[src/rtl/seg7_scan_driver.sv]
// seg7_scan_driver: 8-digit multiplexed seven-segment driver with frame-aligned double buffering.
module seg7_scan_driver #(
   parameter int REFRESH_DIV   = 100000,
   parameter int BLANK_CYCLES  = 1000,
   parameter int BLANK_LEADING = 1
) (
   input  logic        clk,
   input  logic        reset,
   input  logic        load,
   input  logic [31:0] data,
   input  logic [7:0]  dp_mask,
   input  logic [7:0]  digit_en,
   output logic [7:0]  AN,
   output logic [6:0]  A2G,
   output logic        DP,
   output logic        frame_done
);
   localparam int CW = (REFRESH_DIV > 1) ? $clog2(REFRESH_DIV) : 1;
   localparam logic [CW-1:0] LAST  = CW'(REFRESH_DIV - 1);
   localparam logic [CW-1:0] BLANK = CW'(BLANK_CYCLES);

   logic [CW-1:0] count_q, count_d;
   logic [2:0]    idx_q, idx_d;
   logic [31:0]   act_data_q, act_data_d, pend_data_q, pend_data_d;
   logic [7:0]    act_dp_q, act_dp_d, pend_dp_q, pend_dp_d;
   logic [7:0]    act_en_q, act_en_d, pend_en_q, pend_en_d;
   logic          pend_valid_q, pend_valid_d;
   logic [7:0]    an_q, an_d;
   logic [6:0]    a2g_q, a2g_d;
   logic          dp_q, dp_d, fd_q, fd_d;
   logic          tick, boundary, zero_run, blank;
   logic [7:0]    lz, vis;
   logic [3:0]    nib;

   function automatic logic [6:0] hex7(input logic [3:0] n);
      case (n)
         4'h0: hex7 = 7'b0000001;
         4'h1: hex7 = 7'b1001111;
         4'h2: hex7 = 7'b0010010;
         4'h3: hex7 = 7'b0000110;
         4'h4: hex7 = 7'b1001100;
         4'h5: hex7 = 7'b0100100;
         4'h6: hex7 = 7'b0100000;
         4'h7: hex7 = 7'b0001111;
         4'h8: hex7 = 7'b0000000;
         4'h9: hex7 = 7'b0000100;
         4'hA: hex7 = 7'b0001000;
         4'hB: hex7 = 7'b1100000;
         4'hC: hex7 = 7'b0110001;
         4'hD: hex7 = 7'b1000010;
         4'hE: hex7 = 7'b0110000;
         default: hex7 = 7'b0111000;
      endcase
   endfunction

   assign tick     = count_q == LAST;
   assign boundary = tick && idx_q == 3'd7;

   always_comb begin
      count_d      = tick ? '0 : count_q + 1'b1;
      idx_d        = tick ? idx_q + 3'd1 : idx_q;
      pend_data_d  = load ? data : pend_data_q;
      pend_dp_d    = load ? dp_mask : pend_dp_q;
      pend_en_d    = load ? digit_en : pend_en_q;
      pend_valid_d = boundary ? 1'b0 : (load | pend_valid_q);
      // A load landing on the boundary bypasses pending so it is not delayed a whole frame
      act_data_d   = !boundary ? act_data_q : load ? data : pend_valid_q ? pend_data_q : act_data_q;
      act_dp_d     = !boundary ? act_dp_q : load ? dp_mask : pend_valid_q ? pend_dp_q : act_dp_q;
      act_en_d     = !boundary ? act_en_q : load ? digit_en : pend_valid_q ? pend_en_q : act_en_q;
      fd_d         = boundary;
   end

   always_comb begin
      zero_run = 1'b1;
      lz       = '0;
      for (int i = 7; i >= 0; i--) begin
         zero_run = zero_run & (act_data_q[4*i +: 4] == 4'h0);
         lz[i]    = (BLANK_LEADING != 0) && (i != 0) && zero_run;
      end
      vis = act_en_q & ~lz;
   end

   always_comb begin
      nib   = act_data_q[{idx_q, 2'b00} +: 4];
      blank = (count_q < BLANK) || !vis[idx_q];
      an_d  = blank ? 8'hFF : ~(8'd1 << idx_q);
      a2g_d = blank ? 7'h7F : hex7(nib);
      dp_d  = blank | ~act_dp_q[idx_q];
   end

   always_ff @(posedge clk or posedge reset) begin
      if (reset) begin
         count_q      <= '0;
         idx_q        <= '0;
         act_data_q   <= '0;
         act_dp_q     <= '0;
         act_en_q     <= '0;
         pend_data_q  <= '0;
         pend_dp_q    <= '0;
         pend_en_q    <= '0;
         pend_valid_q <= 1'b0;
         an_q         <= 8'hFF;
         a2g_q        <= 7'h7F;
         dp_q         <= 1'b1;
         fd_q         <= 1'b0;
      end else begin
         count_q      <= count_d;
         idx_q        <= idx_d;
         act_data_q   <= act_data_d;
         act_dp_q     <= act_dp_d;
         act_en_q     <= act_en_d;
         pend_data_q  <= pend_data_d;
         pend_dp_q    <= pend_dp_d;
         pend_en_q    <= pend_en_d;
         pend_valid_q <= pend_valid_d;
         an_q         <= an_d;
         a2g_q        <= a2g_d;
         dp_q         <= dp_d;
         fd_q         <= fd_d;
      end
   end

   assign AN         = an_q;
   assign A2G        = a2g_q;
   assign DP         = dp_q;
   assign frame_done = fd_q;
endmodule
[config.mk]
export PLATFORM = sky130hd
export DESIGN_NAME = seg7_scan_driver
export DESIGN_NICKNAME = d
export VERILOG_FILES = /design/src/rtl/seg7_scan_driver.sv
export SDC_FILE = /design/constraint.sdc
export NUM_CORES = 1
export LEC_CHECK = 0
export CAP_MARGIN = 20
export CORE_UTILIZATION = 50
export CTS_CLUSTER_SIZE = 16
export DETAILED_ROUTE_END_ITERATION = 10
export PLACE_DENSITY_LB_ADDON = 0.2
export RECOVER_POWER = 100
export SYNTH_ARGS = -nofsm -noshare
export SYNTH_HDL_FRONTEND = slang
export SYNTH_SLANG_ARGS = --single-unit
[constraint.sdc]
create_clock -name clk -period 5.9 [get_ports clk]
set_input_delay 1.475 -clock clk [delete_from_list [all_inputs] [get_ports clk]]
set_output_delay 1.475 -clock clk [all_outputs]
set_load 0.005 [all_outputs]
==> out/results.ini <==
[layout]
drive_gt1_frac = 0.188
fin_nets = 562
instances_no_fill = 654
design_area_um2 = 7260
diodes = 0
layout_commonest_cell = dfrtp_1
finish.utilization = 0.633
layout-area-overhead-vs-synth_pct = 22.7
layout_common_cells = dfrtp_1 (118), mux2_1 (64), clkdlybuf4s50_1 (48), mux2_2 (33), nand2_1 (21)

[yosys]
synthesis.nets = 488
ys_seq_area_frac = 0.570
synth_edf_count = 0
yosysUniqueCellTypes = 48
synthFlopType = dfrtp_1
ys_warn_count = 0
syn_inst = 424
ys_seq_elements = 134
avgSynthCellArea_um2 = 14.0
async_flop_share = 1.00
netlist_area_um2 = 5920

[sta]
finalMaxSlewViolations = 100
max_slew_margin = -0.738
setup_viol = 0
hold_viol = 0
min_period_ns = 3.99
worstMarginPinSlew_ns = 2.61
fin_crit_sh = 0.676
fin_worst_skew_ns = 0.00854
fin_setup_tns_ns = 0
rsz0062_at_grt = no
hold-worst-slack_ns = 0.479
fmax_mhz = 251

[cts]
cts.sinks = 134
cts_hold_buf = 0
clk_pin_slew_ns = 0.05
cts_root_buffer = clkbuf_16
tritoncts = yes
cts_buffers = 17
clk_latency_ns = 0.42
cts_setup_buffers = 0
h-tree-depth = 4
cts_buffer_depth = 2
postCtsResizedCells = 0

[floorplanning]
fp.dieW_um = 111
die-area_um2 = 12300
core.rowCount = 39
ios = 68
dieHeight_um = 111
start_util = 0.516
core-area_um2 = 11500

[routing]
drt-initial-drc-count = 158
avgRoutedWirePerCell_um = 17.6
ant_nets = 0
vias_per_cell = 5.52
wirelength_um = 11500
vias = 3612
dr.pass1.iters = 4
drc = 0

[setup_path]
path_max_fanout = 50
path_class = input pin to asynchronous set/reset pin
crit_path_start_kind = input pin
r2r_setup_slack_ns = 2.38
cp-end-kind = asynchronous set/reset pin
cp.arrival_ns = 4.35
required_ns = 6.26

[place]
placed_cells = 621
place_hpwl_um = 8010
placed_area_um2 = 6690
gp_congestion = 0.800
io_buffers = 67

[power]
comb_power_share = 0.064
seqPwrFrac = 0.459
pwr-share-clk = 0.477
p_int_w = 0.00169
vdd_ir_drop_max_mv = 0.215
switching_share = 0.212
power.density_nw_per_um2 = 295
total_leakage_power_nw = 3.15
p_switching_w = 0.000455

[grt]
antenna_found_initial = 0
grt_pass1_vias = 3942
grt_pass1_wl_um = 19900
gr-total-overflow = 0
grt_usage = 0.212
grt_start_max_net_pins = 51

[run]
cap_violations = 2

[outcome]
violations = capacitance limit, slew limit
status = finished with violations

[hold_path]
hold_path.class = flop to flop

==> sequential cells by signal, summed over array words and instances (netlist names) <==
register,count
count_q,17
act_en_q,8
pend_data_q,32
pend_valid_q,1
AN,8
A2G,7
pend_dp_q,8
DP,1
act_dp_q,8
act_data_q,32
pend_en_q,8
frame_done,1
idx_q,3
==> per-stage QoR <==
stage          worst slack, ns  power, W
2_1_floorplan            0.869   0.00108
3_3_place_gp              2.52   0.00114
3_5_place_dp              2.45   0.00115
4_1_cts                   2.42   0.00217
5_1_grt                   1.34   0.00223
6_report                  1.91   0.00214
==> power by group through the flow <==
stage | registers [W] | clock network [W] | logic, W
after floorplan | 0.000992 | 0 | 0.0000887
after global placement | 0.000997 | 0 | 0.000143
after detailed placement | 0.00100 | 0 | 0.000146
after CTS | 0.000984 | 0.00104 | 0.000148
after global routing | 0.000988 | 0.00109 | 0.000154
final | 0.000983 | 0.00102 | 0.000138
==> final timing paths <==
path,startpoint,end,depth (start not counted)
setup reg to reg,count_q[13],act_dp_q[3],6
max in group clk,load,act_data_q[17],4
setup / recovery,reset,pend_data_q[18],3
hold reg to reg,pend_data_q[0],pend_data_q[0],1
min in group asynchronous,reset,pend_dp_q[5],2
hold / removal,pend_data_q[0],pend_data_q[0],1
==> cell usage after synthesis, types with 2 or more instances <==
cell        n  area, um2
dfrtp_1   118       2950
mux2_2     77        867
nand2_1    21       78.8
mux2_1     20        225
nand3_1    17       85.1
dfstp_2    16        420
nor2_1     15       56.3
ha_1       13        163
mux2i_1    11        110
mux4_2     11        248
inv_1       8       30.0
nor4_1      8       50.1
a21oi_1     7       35.0
xor2_1      7       61.3
nand4_1     6       37.5
xnor2_1     6       52.6
buf_1       5       18.8
a22oi_1     4       30.0
buf_2       4       20.0
o21ai_0     4       20.0
or3_1       4       25.0
and2_1      3       18.8
and3_1      3       18.8
clkbuf_1    3       11.3
nor3_1      3       15.0
and4_1      2       17.5
buf_4       2       15.0
buf_8       2       30.0
nand2b_1    2       12.5
nor2b_1     2       12.5
o211ai_1    2       15.0
o41ai_1     2       17.5
==> worst max-delay path: stages <==
cell and delay (ns):
dlygate4sd3_1 0.55, clkinvlp_2 1.23, clkbuf_2 1.05
==> cells by family (layout without fill, tap and decap cells) <==
kind of cell    Yosys count  in the layout  synth area share
flops                   134            134             0.570
mux                     119            119             0.245
simple gates             92             92            0.0831
compound gates           27             27            0.0311
buf+inv                  26            113            0.0237
fa+ha+maj                13             13            0.0275
xor+xnor                 13             13            0.0192
==> cell type report <==
cell class                      instances  area [um2]
Timing Repair Buffer                   72         692
Clock inverter                          9         100
Tap cell                              143         179
Multi-Input combinational cell        264        2400
Clock buffer                           23         478
Fill cell                             867        4210
Sequential cell                       134        3370
Inverter                                9        35.0
==> layer usage <==
metal	vias up	global-route usage	routed length, um
met5	-	0	0
met4	0	0.107	302
met3	26	0.0552	525
met2	91	0.343	5720
met1	1805	0.264	4950
li1	1690	-	-
Power figures use the tool's default switching activity.
